`src/rtl/hyper_pkg.sv`:
```
// Shared types and defaults for the hyper_xface request bridge.
package hyper_pkg;

  typedef enum logic [1:0] {
    SZ_1B  = 2'd0,
    SZ_2B  = 2'd1,
    SZ_4B  = 2'd2,
    SZ_ILL = 2'd3
  } req_size_e;

  typedef enum logic [2:0] {
    ST_IDLE       = 3'd0,
    ST_ISSUE      = 3'd1,
    ST_WAIT_START = 3'd2,
    ST_RD_COLLECT = 3'd3,
    ST_WR_DONE    = 3'd4
  } bridge_state_e;

  localparam logic [7:0]  LAT1X_DEF       = 8'd11;
  localparam logic [7:0]  LAT2X_DEF       = 8'd21;
  localparam int unsigned MAX_BURST_LIMIT = 63;

endpackage

```
`src/rtl/hyper_be_gen.sv`:
```
// Combinational byte-enable / write-data lane steering for sub-dword writes.
module hyper_be_gen
  import hyper_pkg::*;
(
  input  req_size_e   size_i,
  input  logic [1:0]  addr_lo_i,
  input  logic [31:0] wdata_i,
  output logic [3:0]  byte_en_o,
  output logic [31:0] wdata_o,
  output logic        misalign_o,
  output logic        illegal_o
);

  always_comb begin
    byte_en_o  = '0;
    misalign_o = 1'b0;
    illegal_o  = 1'b0;
    unique case (size_i)
      SZ_1B: byte_en_o = 4'b0001 << addr_lo_i;
      SZ_2B: begin
        byte_en_o  = 4'b0011 << addr_lo_i;
        misalign_o = addr_lo_i[0];
      end
      SZ_4B: begin
        byte_en_o  = 4'b1111;
        misalign_o = |addr_lo_i;
      end
      default: illegal_o = 1'b1;
    endcase
  end

  assign wdata_o = wdata_i << {addr_lo_i, 3'b000};

endmodule

```
`src/rtl/hyper_req_bridge.sv`:
```
// Valid/ready request front end for hyper_xface: validates, issues one access,
// and returns a response stream (read beats, write ack, or error).
module hyper_req_bridge
  import hyper_pkg::*;
#(
  parameter int unsigned MAX_BURST = 8,
  parameter int unsigned LAT1X     = 11,
  parameter int unsigned LAT2X     = 21,
  parameter int unsigned TIMEOUT   = 4096
) (
  input  logic        clk,
  input  logic        reset,
  input  logic        req_valid_i,
  output logic        req_ready_o,
  input  logic        req_we_i,
  input  logic        req_reg_i,
  input  logic [1:0]  req_size_i,
  input  logic [5:0]  req_len_i,
  input  logic [31:0] req_addr_i,
  input  logic [31:0] req_wdata_i,
  output logic        rsp_valid_o,
  output logic [31:0] rsp_data_o,
  output logic        rsp_last_o,
  output logic        rsp_err_o,
  output logic        rd_req_o,
  output logic        wr_req_o,
  output logic        mem_or_reg_o,
  output logic [3:0]  wr_byte_en_o,
  output logic [5:0]  rd_num_dwords_o,
  output logic [31:0] addr_o,
  output logic [31:0] wr_d_o,
  input  logic [31:0] rd_d_i,
  input  logic        rd_rdy_i,
  input  logic        busy_i,
  input  logic        burst_wr_rdy_i,
  output logic [7:0]  latency_1x_o,
  output logic [7:0]  latency_2x_o
);

  localparam int unsigned TW = (TIMEOUT > 1) ? $clog2(TIMEOUT) : 1;
  localparam logic [TW-1:0] TO_LAST = TW'(TIMEOUT - 1);

  bridge_state_e state_q, state_d;
  logic          we_q, we_d;
  logic [5:0]    len_q, len_d;
  logic [5:0]    beat_q, beat_d;
  logic [TW-1:0] to_cnt_q, to_cnt_d;
  logic [31:0]   addr_q, addr_d;
  logic [31:0]   wd_q, wd_d;
  logic [3:0]    be_q, be_d;
  logic [5:0]    num_q, num_d;
  logic          reg_q, reg_d;
  logic          rd_req_q, rd_req_d;
  logic          wr_req_q, wr_req_d;
  logic          rsp_valid_q, rsp_valid_d;
  logic [31:0]   rsp_data_q, rsp_data_d;
  logic          rsp_last_q, rsp_last_d;
  logic          rsp_err_q, rsp_err_d;

  logic [3:0]    gen_be;
  logic [31:0]   gen_wd;
  logic          gen_misalign;
  logic          gen_illegal;
  logic          accept;
  logic          req_err;
  logic          beat_hit;
  logic          unused_burst_wr_rdy;

  assign unused_burst_wr_rdy = burst_wr_rdy_i;

  hyper_be_gen u_be_gen (
    .size_i     (req_size_e'(req_size_i)),
    .addr_lo_i  (req_addr_i[1:0]),
    .wdata_i    (req_wdata_i),
    .byte_en_o  (gen_be),
    .wdata_o    (gen_wd),
    .misalign_o (gen_misalign),
    .illegal_o  (gen_illegal)
  );

  assign req_ready_o = (state_q == ST_IDLE) && !busy_i && !reset;
  assign accept      = req_valid_i && req_ready_o;

  // Reads always move whole dwords, so size is ignored and only dword alignment matters.
  assign req_err = req_we_i ? (gen_illegal || gen_misalign)
                            : ((|req_addr_i[1:0]) || (req_len_i == 6'd0) ||
                               (32'(req_len_i) > MAX_BURST));

  assign beat_hit = !we_q && rd_rdy_i &&
                    ((state_q == ST_WAIT_START) || (state_q == ST_RD_COLLECT));

  always_comb begin
    state_d     = state_q;
    we_d        = we_q;
    len_d       = len_q;
    beat_d      = beat_q;
    addr_d      = addr_q;
    wd_d        = wd_q;
    be_d        = be_q;
    num_d       = num_q;
    reg_d       = reg_q;
    rd_req_d    = 1'b0;
    wr_req_d    = 1'b0;
    rsp_valid_d = 1'b0;
    rsp_data_d  = '0;
    rsp_last_d  = 1'b0;
    rsp_err_d   = 1'b0;
    to_cnt_d    = (state_q == ST_IDLE) ? '0 : to_cnt_q + 1'b1;

    unique case (state_q)
      ST_IDLE: begin
        if (accept) begin
          if (req_err) begin
            rsp_valid_d = 1'b1;
            rsp_err_d   = 1'b1;
            rsp_last_d  = 1'b1;
          end else begin
            we_d     = req_we_i;
            len_d    = req_len_i;
            beat_d   = '0;
            addr_d   = req_addr_i;
            reg_d    = req_reg_i;
            wd_d     = req_we_i ? gen_wd : '0;
            be_d     = req_we_i ? gen_be : '0;
            num_d    = req_we_i ? 6'd1 : req_len_i;
            rd_req_d = !req_we_i;
            wr_req_d = req_we_i;
            state_d  = ST_ISSUE;
          end
        end
      end
      ST_ISSUE:      state_d = ST_WAIT_START;
      ST_WAIT_START: if (busy_i) state_d = we_q ? ST_WR_DONE : ST_RD_COLLECT;
      ST_RD_COLLECT: ;
      ST_WR_DONE: begin
        if (!busy_i) begin
          rsp_valid_d = 1'b1;
          rsp_last_d  = 1'b1;
          state_d     = ST_IDLE;
        end
      end
      default: state_d = ST_IDLE;
    endcase

    // A first rd_rdy can arrive before busy is seen, so beats are taken in WAIT_START too.
    if (beat_hit) begin
      rsp_valid_d = 1'b1;
      rsp_data_d  = rd_d_i;
      beat_d      = beat_q + 6'd1;
      if (beat_q + 6'd1 == len_q) begin
        rsp_last_d = 1'b1;
        state_d    = ST_IDLE;
      end else begin
        state_d    = ST_RD_COLLECT;
      end
    end

    // Completion in the same cycle takes priority over timeout.
    if (state_q != ST_IDLE && state_d != ST_IDLE && to_cnt_q == TO_LAST) begin
      rsp_valid_d = 1'b1;
      rsp_data_d  = '0;
      rsp_err_d   = 1'b1;
      rsp_last_d  = 1'b1;
      state_d     = ST_IDLE;
    end
  end

  always_ff @(posedge clk or posedge reset) begin
    if (reset) begin
      state_q     <= ST_IDLE;
      we_q        <= 1'b0;
      len_q       <= '0;
      beat_q      <= '0;
      to_cnt_q    <= '0;
      addr_q      <= '0;
      wd_q        <= '0;
      be_q        <= '0;
      num_q       <= '0;
      reg_q       <= 1'b0;
      rd_req_q    <= 1'b0;
      wr_req_q    <= 1'b0;
      rsp_valid_q <= 1'b0;
      rsp_data_q  <= '0;
      rsp_last_q  <= 1'b0;
      rsp_err_q   <= 1'b0;
    end else begin
      state_q     <= state_d;
      we_q        <= we_d;
      len_q       <= len_d;
      beat_q      <= beat_d;
      to_cnt_q    <= to_cnt_d;
      addr_q      <= addr_d;
      wd_q        <= wd_d;
      be_q        <= be_d;
      num_q       <= num_d;
      reg_q       <= reg_d;
      rd_req_q    <= rd_req_d;
      wr_req_q    <= wr_req_d;
      rsp_valid_q <= rsp_valid_d;
      rsp_data_q  <= rsp_data_d;
      rsp_last_q  <= rsp_last_d;
      rsp_err_q   <= rsp_err_d;
    end
  end

  assign rsp_valid_o     = rsp_valid_q;
  assign rsp_data_o      = rsp_data_q;
  assign rsp_last_o      = rsp_last_q;
  assign rsp_err_o       = rsp_err_q;
  assign rd_req_o        = rd_req_q;
  assign wr_req_o        = wr_req_q;
  assign mem_or_reg_o    = reg_q;
  assign wr_byte_en_o    = be_q;
  assign rd_num_dwords_o = num_q;
  assign addr_o          = addr_q;
  assign wr_d_o          = wd_q;
  assign latency_1x_o    = 8'(LAT1X);
  assign latency_2x_o    = 8'(LAT2X);

endmodule

```
`config.mk`:
```
export PLATFORM = sky130hd
export DESIGN_NAME = hyper_req_bridge
export DESIGN_NICKNAME = d
export VERILOG_FILES = /design/src/rtl/hyper_pkg.sv /design/src/rtl/hyper_be_gen.sv /design/src/rtl/hyper_req_bridge.sv
export SDC_FILE = /design/constraint.sdc
export NUM_CORES = 1
export LEC_CHECK = 0
export CAP_MARGIN = 30
export CORE_UTILIZATION = 44
export CTS_CLUSTER_DIAMETER = 40
export CTS_CLUSTER_SIZE = 20
export DETAILED_ROUTE_END_ITERATION = 10
export PLACE_DENSITY = 0.9
export SLEW_MARGIN = 20
export SYNTH_ARGS = -nofsm -noshare
export SYNTH_HDL_FRONTEND = slang
export SYNTH_SLANG_ARGS = --single-unit
```
`constraint.sdc`:
```
create_clock -name clk -period 4.7 [get_ports clk]
set_clock_uncertainty 0.1 [all_clocks]
set_input_delay 0.47 -clock clk [delete_from_list [all_inputs] [get_ports clk]]
set_output_delay 0.47 -clock clk [all_outputs]
set_load 0.02 [all_outputs]
```
==> results of run 1 <==
[cell families (layout without fill, tap and decap cells)]
kind of cell,after synthesis,after routing,share of synthesized area
buffers and inverters,55,273,0.04702
AO/OA/AOI/OAI,86,86,0.08907
XOR/XNOR,16,16,0.02222
multiplexers,63,63,0.1194
other,2,16,0.001191
AND/OR/NAND/NOR,184,184,0.1557
flip-flops,140,140,0.5554
adder cells (fa/ha/maj),5,5,0.009919
[cells in the mapped netlist, types with 7 or more instances]
master / count
inv_1: 7
clkbuf_1: 21
mux2_2: 24
nor2_1: 18
mux2_4: 18
xor2_1: 10
dfrtp_1: 140
mux2i_1: 19
a21oi_1: 12
a22o_1: 8
and3_1: 38
and2_1: 7
nand3_1: 21
buf_4: 16
o21ai_0: 41
nand2_1: 57
[layout make-up]
cell class / instances / area share
clock buffers: 22 / 0.05221
clock inverters: 10 / 0.01228
inverters: 7 / 0.003372
multi-input cells: 370 / 0.2780
flip-flops and latches: 140 / 0.3777
well taps: 180 / 0.02428
repair buffers: 234 / 0.2521
[stage by stage]
step / hold WS (ns) / std cells / setup slack (ns) / power, mW
3_3_place_gp: 0.3527 / 929 / 1.434 / 3.352
6_report: 0.3803 / 963 / 1.801 / 4.724
4_1_cts: 0.3731 / 963 / 1.810 / 4.766
2_1_floorplan: 0.3331 / 565 / 0.3771 / 2.643
3_5_place_dp: 0.3555 / 931 / 1.368 / 3.409
5_1_grt: 0.3923 / 963 / 1.695 / 4.963
[registers in the layout, indices dropped and copies added (netlist names)]
| name | flops |
|---|---|
| rd_req_o | 1 |
| len_q | 6 |
| state_q | 3 |
| wr_req_o | 1 |
| rsp_data_o | 32 |
| to_cnt_q | 12 |
| we_q | 1 |
| rd_num_dwords_o | 6 |
| addr_o | 32 |
| mem_or_reg_o | 1 |
| rsp_last_o | 1 |
| rsp_valid_o | 1 |
| wr_byte_en_o | 4 |
| beat_q | 6 |
| rsp_err_o | 1 |
| wr_d_o | 32 |
[power by group through the flow]
stage | registers (mW) | clock network [mW] | logic (mW)
after floorplan | 2.03 | 0 | 0.611
after global placement | 1.75 | 0 | 1.60
after detailed placement | 1.77 | 0 | 1.64
after CTS | 1.75 | 1.35 | 1.66
after global routing | 1.80 | 1.40 | 1.76
final | 1.76 | 1.32 | 1.64
[how the worst max path moves through the flow]
stage,endpoint,slack (ns)
after global routing,addr_o[27],1.69
final,addr_o[15],1.80
after global placement,addr_o[28],1.43
after detailed placement,addr_o[15],1.37
after CTS,addr_o[15],1.81
after floorplan,addr_o[0],0.38
[tightest hold or removal path: cells and delay by family (launching register included)]
family,cells,cell delay (ns)
compound gates,1,0.06
flops,1,0.34
simple gates,1,0.05
[routing by layer]
layer,up-vias,track usage,share of wire
met2,204,0.3782,0.50
li1,2348,-,-
met1,2457,0.2735,0.42
met5,-,0,0
met4,0,0.06481,0.011
met3,14,0.07022,0.073
==> run summary, run 1 <==
Status: completed
Worst-path cell chain: clkdlybuf4s50_1 -> inv_1 -> ha_1 -> nor2b_1 -> a211oi_2 -> o21bai_4 -> buf_4 -> mux2_2
Stages on worst setup path: 8
Filler cells: 1042
P&R area growth vs syn: 47.05%
Avg Cell Area, Syn: 11.45 µm²
DP Wirelength: 11.05 mm
CTS Root Cell: clkbuf_16
Worst Path Max Fanout: 27
Setup TNS: 0 ns
Ys async rst share: 1.000
Antenna Violating Nets Remaining: 0
Remaining DRCs: 0
Crit-path slowest cell: clkdlybuf4s50_1
Largest net degree at the start of global routing: 61
Sw Share: 0.3161
Sequential area share after synthesis: 0.5554
Worst-Skew Late Latency: 0.41 ns
Design area: 9275 µm²
Die area: 14820 µm²
Leakage: 4.295 nW
Hold buffers post-CTS: 0
Starting Density: 0.4526
Critical path startpoint category: primary input
Commonest cells after routing, fill and taps aside: 223 x clkdlybuf4s50_1, 140 x dfrtp_1, 57 x nand2_1
Seq pwr share: 0.372
Share of layout cells above drive strength 1: 0.1201
Final hold violations: 0
Placement Cell Area: 8677 µm²
Top post-synthesis cells by area: dfrtp_1 56%, mux2_4 4.3%, mux2_2 4.3%
Die Y: 121.7 µm
Largest delay share family, worst path: buffers and inverters
Reg area: 3503 µm²
RD Place Congestion: 0.8391
Postcts setup bufs: 0
Hold Crit Class: flop to flop
Ys Warns: 0
1st-iter DRT viols: 280
Worst hold start: rd_num_dwords_o[0]
Post-synth EDFFs: 0
Reg2reg start: state_q[2]
Crit path largest cell delay: 0.53 ns
Post-Route WL: 15.85 mm
Core Box Area: 13930 µm²
CTS tree: done
Clock share of power: 0.280
Slew HR: 0.5733
Fin crit share: 0.6169
Maximum VDD drop: 0.2889 mV
R2R Setup Slk: 2.15 ns
CP Class: primary input to flop
CP Launch Point: req_size_i[0]
Max Clock Freq: 344.9 MHz
Final core occ: 0.6656
Vias in the first global route: 5158
Synth area leader: dfrtp_1
Via-to-Cell Ratio: 5.216
Net Switching: 1.493 mW
Min Clock Period, post-route: 2.899 ns
RSZ-0062 raised after global routing: false
CP Capture Type: flop
Internal power: 3.231 mW
Worst reg-to-reg path cell count: 5
Setup violations, final: 0
Main synth FF type: dfrtp_1
Fin. max-slew vios: 0
Multi-input gate area: 2579 µm²
Hold Path Cell Cnt: 2
Worst-margin pin slew: 0.6348 ns
PwrDens: 509.3 nW/µm²
Layout net count: 887
Hold EP: rd_num_dwords_o[0]
Synth Instances: 551
IO Port Bufs: 223
Clk sinks: 140
CTS resizes: 0
Wire per inst: 16.46 µm
Rows: 43
Grt ovf: 0
Max_cap viols: 0
Clock buffer depth: 2
First-pass GRT wire length: 25.43 mm
IO Count: 241
CTS Buf Count: 17
Leading cell type in the layout, fill and taps excluded: clkdlybuf4s50_1
Synth top area share: 0.5554
DRT Pass-1 Iters: 4
Htree depth: 4
Inserted Diodes: 0
Clk slew on worst S/H paths: 0.05 ns
Vias: 5023
Synth cell types: 57
Initial antenna violation count: 0
Mapped cell area: 6307 µm²
Crit path buffers/inverters: 3
Synth Register Bits: 140
Worst path arrival time: 3.09 ns
Combinational share of power: 0.348
Die width: 121.7 µm
Reg2reg end: wr_d_o[1]
Req. time, crit path: 4.89 ns
GRT Overall Usage: 0.2236
(Power assumes the default switching activity.)
==> run 2: changes to the inputs <==
--- a/config.mk
+++ b/config.mk
@@ -6,11 +6,11 @@
 export NUM_CORES = 1
 export LEC_CHECK = 0
 export CAP_MARGIN = 30
-export CORE_UTILIZATION = 44
+export CORE_UTILIZATION = 40
 export CTS_CLUSTER_DIAMETER = 40
 export CTS_CLUSTER_SIZE = 20
 export DETAILED_ROUTE_END_ITERATION = 10
-export PLACE_DENSITY = 0.9
+export PLACE_DENSITY = 0.87
 export SLEW_MARGIN = 20
 export SYNTH_ARGS = -nofsm -noshare
 export SYNTH_HDL_FRONTEND = slang
==> constraint.sdc (replaced) <==
create_clock -name clk -period 2.42 [get_ports clk]
set_clock_uncertainty 0.1 [all_clocks]
set_input_delay 0.242 -clock clk [delete_from_list [all_inputs] [get_ports clk]]
set_output_delay 0.242 -clock clk [all_outputs]
set_load 0.02 [all_outputs]
==> run summary, run 2 (synthesized netlist as in run 1, its figures left out) <==
Status: completed
Vias in the first global route: 5271 (+2.2%)
CP Capture Type: flop
Worst hold start: rd_d_i[30]
DP Wirelength: 11.78 mm (+6.6%)
Clock buffer depth: 2 (unchanged)
GRT Overall Usage: 0.2102 (-0.01330)
Starting Density: 0.4118 (-0.04079)
Rows: 45 (+4.7%)
Inserted Diodes: 0 (unchanged)
Slew HR: 0.6291 (+0.05583)
Fin cells: 1026 (+6.5%)
CTS Buf Count: 17 (unchanged)
Max Clock Freq: 437.8 MHz
IO Port Bufs: 223 (unchanged)
Via-to-Cell Ratio: 5.007 (-4.0%)
Setup TNS: 0 ns (unchanged)
Max_cap viols: 0 (unchanged)
Worst-margin pin slew: 0.5564 ns (-0.07846 ns)
Reg2reg start: state_q[2]
First-pass GRT wire length: 26.63 mm (+4.7%)
CTS Root Cell: clkbuf_16
RSZ-0062 raised after global routing: false
Die width: 127.6 µm (+4.8%)
RD Place Congestion: 0.8378 (-0.15%)
Postcts setup bufs: 0 (unchanged)
Reg2reg end: beat_q[3]
Layout net count: 920 (+3.7%)
P&R area growth vs syn: 51.32%
Grt ovf: 0 (unchanged)
Hold Path Cell Cnt: 2 (unchanged)
Vias: 5137 (+2.3%)
PwrDens: 958.2 nW/µm² (+88%)
Worst path arrival time: 2.48 ns (-0.61 ns)
Hold EP: rsp_data_o[30]
Power, Total: 9.146 mW (+94%)
Remaining DRCs: 0 (unchanged)
CTS tree: done
R2R Setup Slk: 0.20 ns (-1.95 ns)
IO Count: 241 (unchanged)
Initial antenna violation count: 0 (unchanged)
Min Clock Period, post-route: 2.284 ns
Post-Route WL: 16.35 mm (+3.2%)
CP Class: primary input to flop
Share of layout cells above drive strength 1: 0.1509 (+0.03087)
Req. time, crit path: 2.62 ns (-2.27 ns)
Met3 Resource Use GR: 0.07496 (+0.004733)
Clk sinks: 140 (unchanged)
Worst-Skew Late Latency: 0.42 ns (about the same)
Commonest cells after routing, fill and taps aside: 222 x clkdlybuf4s50_1, 140 x dfrtp_1, 57 x nand2_1
Hold Crit Class: primary input to flop
Fin. max-slew vios: 0 (unchanged)
GR Util met2: 0.3510 (-0.02718)
Worst reg-to-reg path cell count: 6 (+1)
Worst Path Max Fanout: 34 (+26%)
Final core occ: 0.6232 (-0.04242)
Leading cell type in the layout, fill and taps excluded: clkdlybuf4s50_1
Critical path startpoint category: primary input
DRT Pass-1 Iters: 4 (unchanged)
Die Y: 127.6 µm (+4.8%)
Leakage: 4.463 nW (+3.9%)
Maximum VDD drop: 0.6476 mV (+120%)
Fin crit share: 0.9438
Clk slew on worst S/H paths: 0.06 ns (about the same)
Largest net degree at the start of global routing: 107 (+75%)
Die area: 16270 µm² (+9.8%)
Wire per inst: 15.94 µm (-3.2%)
Hold buffers post-CTS: 0 (unchanged)
Core Box Area: 15310 µm² (+9.9%)
Met1 usage: 0.2555 (-0.01795)
Antenna Violating Nets Remaining: 0 (unchanged)
Final hold violations: 0 (unchanged)
Htree depth: 4 (unchanged)
Setup violations, final: 0 (unchanged)
GRT busiest layer: met2
1st-iter DRT viols: 233 (-17%)
DP Cell Count: 995 (+6.9%)
[run 2: per-stage QoR]
stage                     worst slack, ns  cell area (µm²)  hold slack (ns)
after global placement            -0.2681             8989           0.3511
after global routing              0.02976             9544           0.2846
after CTS                          0.1376             9539           0.2732
after detailed placement          -0.2945             8989           0.3545
final                              0.1359             9544           0.2903
after floorplan                    0.2826             6364           0.2745
[run 2: what timing repair did]
action	CTS	global route
gates resized for setup	1	1
hold endpoints to repair	0	0
endpoints found under the setup margin	1	3
[run 2: critical path, stage by stage]
cell and delay (ns):
clkdlybuf4s50_1 0.48, inv_1 0.06, ha_1 0.30, and3b_1 0.18, a211oi_2 0.35, o21bai_4 0.20, buf_12 0.22, mux2_2 0.27
a21o_1 0.17
[run 2: worst max path at each step]
stage               slack, ns  depth (start not counted)         end     startpoint
finish                   0.14                          9   beat_q[3]  req_size_i[0]
global route             0.03                         10  wr_d_o[17]  req_size_i[0]
CTS                      0.14                          9   beat_q[3]  req_size_i[0]
detailed placement      -0.29                          9   beat_q[3]  req_size_i[0]
global placement        -0.27                          9   beat_q[3]  req_size_i[0]
floorplan                0.28                          7  addr_o[10]     state_q[1]
[run 2: final cells by class]
| class | count | area (µm²) |
|---|---|---|
| fill | 1236 | 5771 |
| sequential | 140 | 3503 |
| timing repair buffer | 267 | 2611 |
| multi-input combinational | 370 | 2584 |
| clock buffer | 23 | 457.9 |
| tap | 211 | 264.0 |
| clock inverter | 8 | 93.84 |
| inverter | 7 | 30.03 |
[run 2: per-layer routing]
metal / part of all wire / vias to the layer above
met2: 0.49 / 240
met1: 0.40 / 2456
met4: 0.016 / 0
li1: - / 2411
met3: 0.091 / 30
met5: 0 / -
[run 2: where the power goes]
| part | total (mW) | internal (mW) | switching, mW |
|---|---|---|---|
| logic | 3.29 | 1.73 | 1.56 |
| clock network | 2.47 | 1.53 | 0.942 |
| registers | 3.38 | 2.97 | 0.409 |
| total | 9.15 | 6.24 | 2.91 |
==> run 3: changes to the inputs <==
--- a/config.mk
+++ b/config.mk
@@ -11,7 +11,7 @@
 export CTS_CLUSTER_SIZE = 20
 export DETAILED_ROUTE_END_ITERATION = 10
 export PLACE_DENSITY = 0.87
-export SLEW_MARGIN = 20
+export SLEW_MARGIN = 30
 export SYNTH_ARGS = -nofsm -noshare
 export SYNTH_HDL_FRONTEND = slang
 export SYNTH_SLANG_ARGS = --single-unit
==> results of run 3 <==
Same layout as run 2: the final DEF is identical, and so are final timing and power.
